[src/rtl/rejestry_pkg.sv]
// rejestry_pkg: shared constants and types for the general-purpose register bank.
//   DATA_W        - register width in bits
//   RX_LICZBA_DEF - default number of registers in the bank
//   dane_t        - one register word
package rejestry_pkg;

  localparam int unsigned DATA_W        = 8;
  localparam int unsigned RX_LICZBA_DEF = 8;

  typedef logic [DATA_W-1:0] dane_t;

endpackage : rejestry_pkg

[src/rtl/rejestry_bank_cell.sv]
// rejestr_cell: a single register word with asynchronous active-low clear and a load enable.
// Ports:
//   clk_i  - clock, loads on the rising edge
//   rst_ni - asynchronous active-low clear (word goes to zero immediately)
//   ld_i   - load enable; when high, d_i is captured on the rising edge
//   d_i    - data to load
//   q_o    - stored word
module rejestr_cell
  import rejestry_pkg::*;
(
  input  logic  clk_i,
  input  logic  rst_ni,
  input  logic  ld_i,
  input  dane_t d_i,
  output dane_t q_o
);

  dane_t val_d;
  dane_t val_q;

  always_comb begin
    val_d = val_q;
    if (ld_i) begin
      val_d = d_i;
    end
  end

  always_ff @(posedge clk_i or negedge rst_ni) begin
    if (!rst_ni) begin
      val_q <= '0;
    end else begin
      val_q <= val_d;
    end
  end

  assign q_o = val_q;

endmodule : rejestr_cell

[src/rtl/rejestry_bank.sv]
// rejestry_bank: general-purpose register bank of the CPU datapath.
// Holds Rx_liczba words R0..R(Rx_liczba-1). nr_Rx selects one word for both the write and the
// combinational read.
// Ports:
//   clk   - clock; writes happen on the rising edge
//   rst   - asynchronous active-low reset; clears every register immediately
//   wr_Rx - write enable for the register selected by nr_Rx
//   nr_Rx - register index, shared by the write and the read
//   dane  - write data
//   out   - contents of the selected register (zero for an index outside the bank)
// Build option:
//   RX_WRITE_BYPASS_EN - when defined, an in-range write forwards dane to out before the edge.
module rejestry_bank
  import rejestry_pkg::*;
#(
  parameter int unsigned Rx_liczba = RX_LICZBA_DEF
) (
  input  logic                         clk,
  input  logic                         rst,
  input  logic                         wr_Rx,
  input  logic [$clog2(Rx_liczba)-1:0] nr_Rx,
  input  logic [DATA_W-1:0]            dane,
  output logic [DATA_W-1:0]            out
);

  localparam int unsigned IdxW = $clog2(Rx_liczba);

  dane_t              cell_q [Rx_liczba];
  logic [Rx_liczba-1:0] cell_we;
  logic               in_range;
  dane_t              out_stored;

  // The index field can encode more values than there are registers when Rx_liczba is not a
  // power of two; those indices neither write nor read anything.
  assign in_range = {{(32-IdxW){1'b0}}, nr_Rx} < Rx_liczba;

  for (genvar g = 0; g < Rx_liczba; g++) begin : g_cell
    // Out-of-range indices never match any g, so no separate range gating is needed here.
    assign cell_we[g] = wr_Rx && (nr_Rx == IdxW'(g));

    rejestr_cell u_cell (
      .clk_i  (clk),
      .rst_ni (rst),
      .ld_i   (cell_we[g]),
      .d_i    (dane),
      .q_o    (cell_q[g])
    );
  end

  always_comb begin
    out_stored = '0;
    for (int i = 0; i < int'(Rx_liczba); i++) begin
      if (nr_Rx == IdxW'(i)) begin
        out_stored = cell_q[i];
      end
    end
  end

`ifdef RX_WRITE_BYPASS_EN
  // Write-through: the word about to be written is visible before the edge. Held off during
  // reset because the write will be discarded.
  always_comb begin
    out = out_stored;
    if (rst && wr_Rx && in_range) begin
      out = dane;
    end
  end
`else
  always_comb begin
    out = out_stored;
    if (!in_range) begin
      out = '0;
    end
  end
`endif

endmodule : rejestry_bank

[config.mk]
export PLATFORM = sky130hd
export DESIGN_NAME = rejestry_bank
export DESIGN_NICKNAME = d
export VERILOG_FILES = /design/src/rtl/rejestry_pkg.sv /design/src/rtl/rejestry_bank_cell.sv /design/src/rtl/rejestry_bank.sv
export SDC_FILE = /design/constraint.sdc
export NUM_CORES = 1
export LEC_CHECK = 0
export CAP_MARGIN = 5
export CELL_PAD_IN_SITES_DETAIL_PLACEMENT = 0
export CELL_PAD_IN_SITES_GLOBAL_PLACEMENT = 1
export CORE_MARGIN = 8
export CORE_UTILIZATION = 45
export DETAILED_ROUTE_END_ITERATION = 6
export GPL_TIMING_DRIVEN = 0
export PLACE_DENSITY_LB_ADDON = 0.12
export SLEW_MARGIN = 25
export SYNTH_ARGS = -nofsm -noshare
export SYNTH_HDL_FRONTEND = slang
export SYNTH_SLANG_ARGS = --single-unit
[constraint.sdc]
create_clock -name clk -period 1.75 [get_ports clk]
set_clock_uncertainty 0.2 [all_clocks]
set_input_delay 0.2625 -clock clk [delete_from_list [all_inputs] [get_ports clk]]
set_output_delay 0.2625 -clock clk [all_outputs]
set_load 0.005 [all_outputs]
==> impl_metrics.py <==
metrics = {
    "timing": {
        "clock.fmax_mhz": 486,
        "rsz0062_at_grt": "true",
        "fin_setup_tns_ps": -2310,
        "fin_crit_sh_pct": 118,
        "hold_viol_final": 0,
        "setup_viol": 8,
        "setup_slack_ps": -306,
        "min_period_ps": 2060,
        "slew_viol_final": 0,
        "relSlewSlack_pct": 45.7,
        "max_slew.worst_pin.slew_ps": 811,
    },
    "synth": {
        "synthArstFlopShare_pct": 100,
        "synth_edf_count": 0,
        "netlist_instances": 171,
        "synth_seq_cells": 64,
        "synth_commonest_cells": "72 x mux2_2, 64 x dfrtp_1, 16 x mux4_1",
        "synth_area_sq_um": 3020,
        "synthFlopType": "dfrtp_1",
        "synth_most_common_cell": "mux2_2",
        "synthesis.nets": 185,
        "ys_types": 12,
        "synth.largest_area_cell": "dfrtp_1",
        "syn_area_per_cell_sq_um": 17.6,
        "synthTopCellsByArea": "dfrtp_1 53%, mux2_2 27%, mux4_1 14%",
        "yosysWarnings": 0,
        "synth_top_area_share_pct": 53.1,
        "synth-seq-area-share_pct": 53.1,
    },
    "grt": {
        "grt_pass1_wl_um": 10200,
        "antenna_found_initial": 0,
        "grt_usage_pct": 14.2,
        "grt.overflow.total": 0,
        "grt_max_degree": 45,
        "grt_pass1_vias": 1883,
    },
    "final_layout": {
        "fin_nets": 220,
        "largest_register_ffs": 64,
        "diodes": 0,
        "drive_above_1_share_pct": 63.5,
        "multi_input_area_sq_um": 1320,
        "area_growth_pct": 18.8,
        "final_cells": 291,
        "area.sequential_sq_um": 1600,
        "fillers": 542,
    },
    "route": {
        "wl_met2_um": 3150,
        "drt_iter0_drc": 63,
        "met1_length_um": 2970,
        "totalWireLength_um": 6390,
        "vias_per_cell": 5.66,
        "wl_per_cell_um": 22.0,
        "num_vias": 1648,
        "antenna_left": 0,
        "wl_met3_um": 174,
        "firstDrtPassIters": 4,
        "drc": 0,
        "route.top_layer_used": "met4",
    },
    "setup_path": {
        "timing.rr.end": "g_cell[3].u_cell.q_o[7]",
        "crit_end": "out[6]",
        "crit_start": "g_cell[7].u_cell.q_o[6]",
        "startpoint_type": "register",
        "r2r_cells": 2,
        "critPathMaxFanout": 2,
        "rr_startpoint": "g_cell[3].u_cell.q_o[7]",
        "crit_type": "register to primary output",
        "cp_data_required_time_ps": 1290,
        "cp_data_arrival_time_ps": 1590,
        "rrSetupSlack_ps": 670,
        "crit_path_end_kind": "primary output",
    },
    "clock_tree": {
        "clk_pin_slew_ps": 70,
        "clk_latency_ps": 330,
        "clock-sinks": 64,
        "root_buffer": "clkbuf_8",
        "numCtsBuffers": 9,
        "cts_tree": "done",
        "clk_path_buf_depth": 2,
        "ctsHtreeMaxLevel": 3,
    },
    "min_path": {
        "hp-class": "primary input to asynchronous set/reset pin",
    },
    "die": {
        "die_area_sq_um": 9580,
        "die_y_um": 97.9,
        "rows": 30,
        "die_w_um": 97.9,
        "start_util_pct": 45.4,
        "io_pins": 22,
        "core_sq_um": 6640,
    },
    "power": {
        "power_density_nw_per_um2": 1160,
        "power_leakage_nw": 1.55,
        "vdd_drop_max_v": 0.000608,
    },
    "place": {
        "port_buffers": 18,
        "gp_congestion": 0.696,
        "placedCellCount": 270,
        "dp_hpwl_um": 4190,
    },
    "outcome": {
        "status": "finished, violations left",
        "failed_checks": "setup timing",
    },
    "run": {
        "cap_violations": 0,
    },
}
area by class of cell:
type	count	area share [%]
clock inverter	3	1.12
clock buffer	13	4.44
timing repair buffer	24	6.92
buffer	11	3.21
multi-input combinational	96	36.8
sequential	64	44.7
tap	80	2.80
stage by stage:
step	area, sq um	worst slack, ps	hold slack (ps)	power [mW]	utilization, %
floorplan	3020	10.3	-233	2.54	-
global placement	3300	-1650	282	2.80	49.6
detailed placement	3320	-1340	-29.5	2.88	49.9
CTS	3560	-322	164	4.18	53.6
global route	3580	-349	173	4.36	53.9
finish	3580	-306	163	4.16	53.9
kinds of logic after synthesis:
family,synth area share (%)
mux,40.8
flops,53.1
buf+inv,2.20
simple gates,3.86
worst max-delay path, cell delays in order (launching register included):
cell     delay (ps)
dfrtp_1         390
mux4_2          470
mux2_4          280
buf_6           120
repair_timing:
action | CTS | global route
buffers inserted | 1 | 3
resized for setup | 47 | 0
setup endpoints to repair | 48 | 8
endpoints found under the hold margin | 64 | 0
hold buffers | 1 | 0
routing by layer:
metal	up-vias	global-route usage [%]
li1	722	-
met1	892	17.9
met2	25	22.6
met3	9	3.34
met4	0	6.71
met5	-	0
layout by cell type, fill, tap and decap left out, drive strengths merged:
| cell type | netlist | routed |
|---|---|---|
| and4bb | 2 | 2 |
| buf | 9 | 23 |
| dfrtp | 64 | 64 |
| mux4 | 16 | 16 |
| dlygate4sd3 | 0 | 1 |
| nor4bb | 1 | 1 |
| nor4b | 1 | 1 |
| clkinv | 0 | 2 |
| clkdlybuf4s50 | 0 | 8 |
| clkdlybuf4s15 | 0 | 1 |
| bufinv | 0 | 1 |
| mux2 | 72 | 72 |
| nand4b | 3 | 3 |
| nand4 | 1 | 1 |
| clkbuf | 2 | 15 |
power breakdown:
part	internal, mW	switching, mW	leakage (nW)
Combinational	0.634	0.287	0.676
Sequential	1.81	0.160	0.768
Clock	0.733	0.541	0.103
Total	3.17	0.987	1.55
how the worst min path moves through the flow:
| stage | slack (ps) | endpoint | start |
|---|---|---|---|
| 4_1_cts | 160 | g_cell[4].u_cell.q_o[3] | rst |
| 3_3_place_gp | 280 | g_cell[6].u_cell.q_o[1] | g_cell[6].u_cell.q_o[1] |
| 3_5_place_dp | -30 | g_cell[4].u_cell.q_o[3] | rst |
| 6_report | 160 | g_cell[6].u_cell.q_o[3] | rst |
| 2_1_floorplan | -230 | g_cell[0].u_cell.q_o[0] | rst |
| 5_1_grt | 170 | g_cell[5].u_cell.q_o[3] | rst |
(Power assumes the default switching activity.)
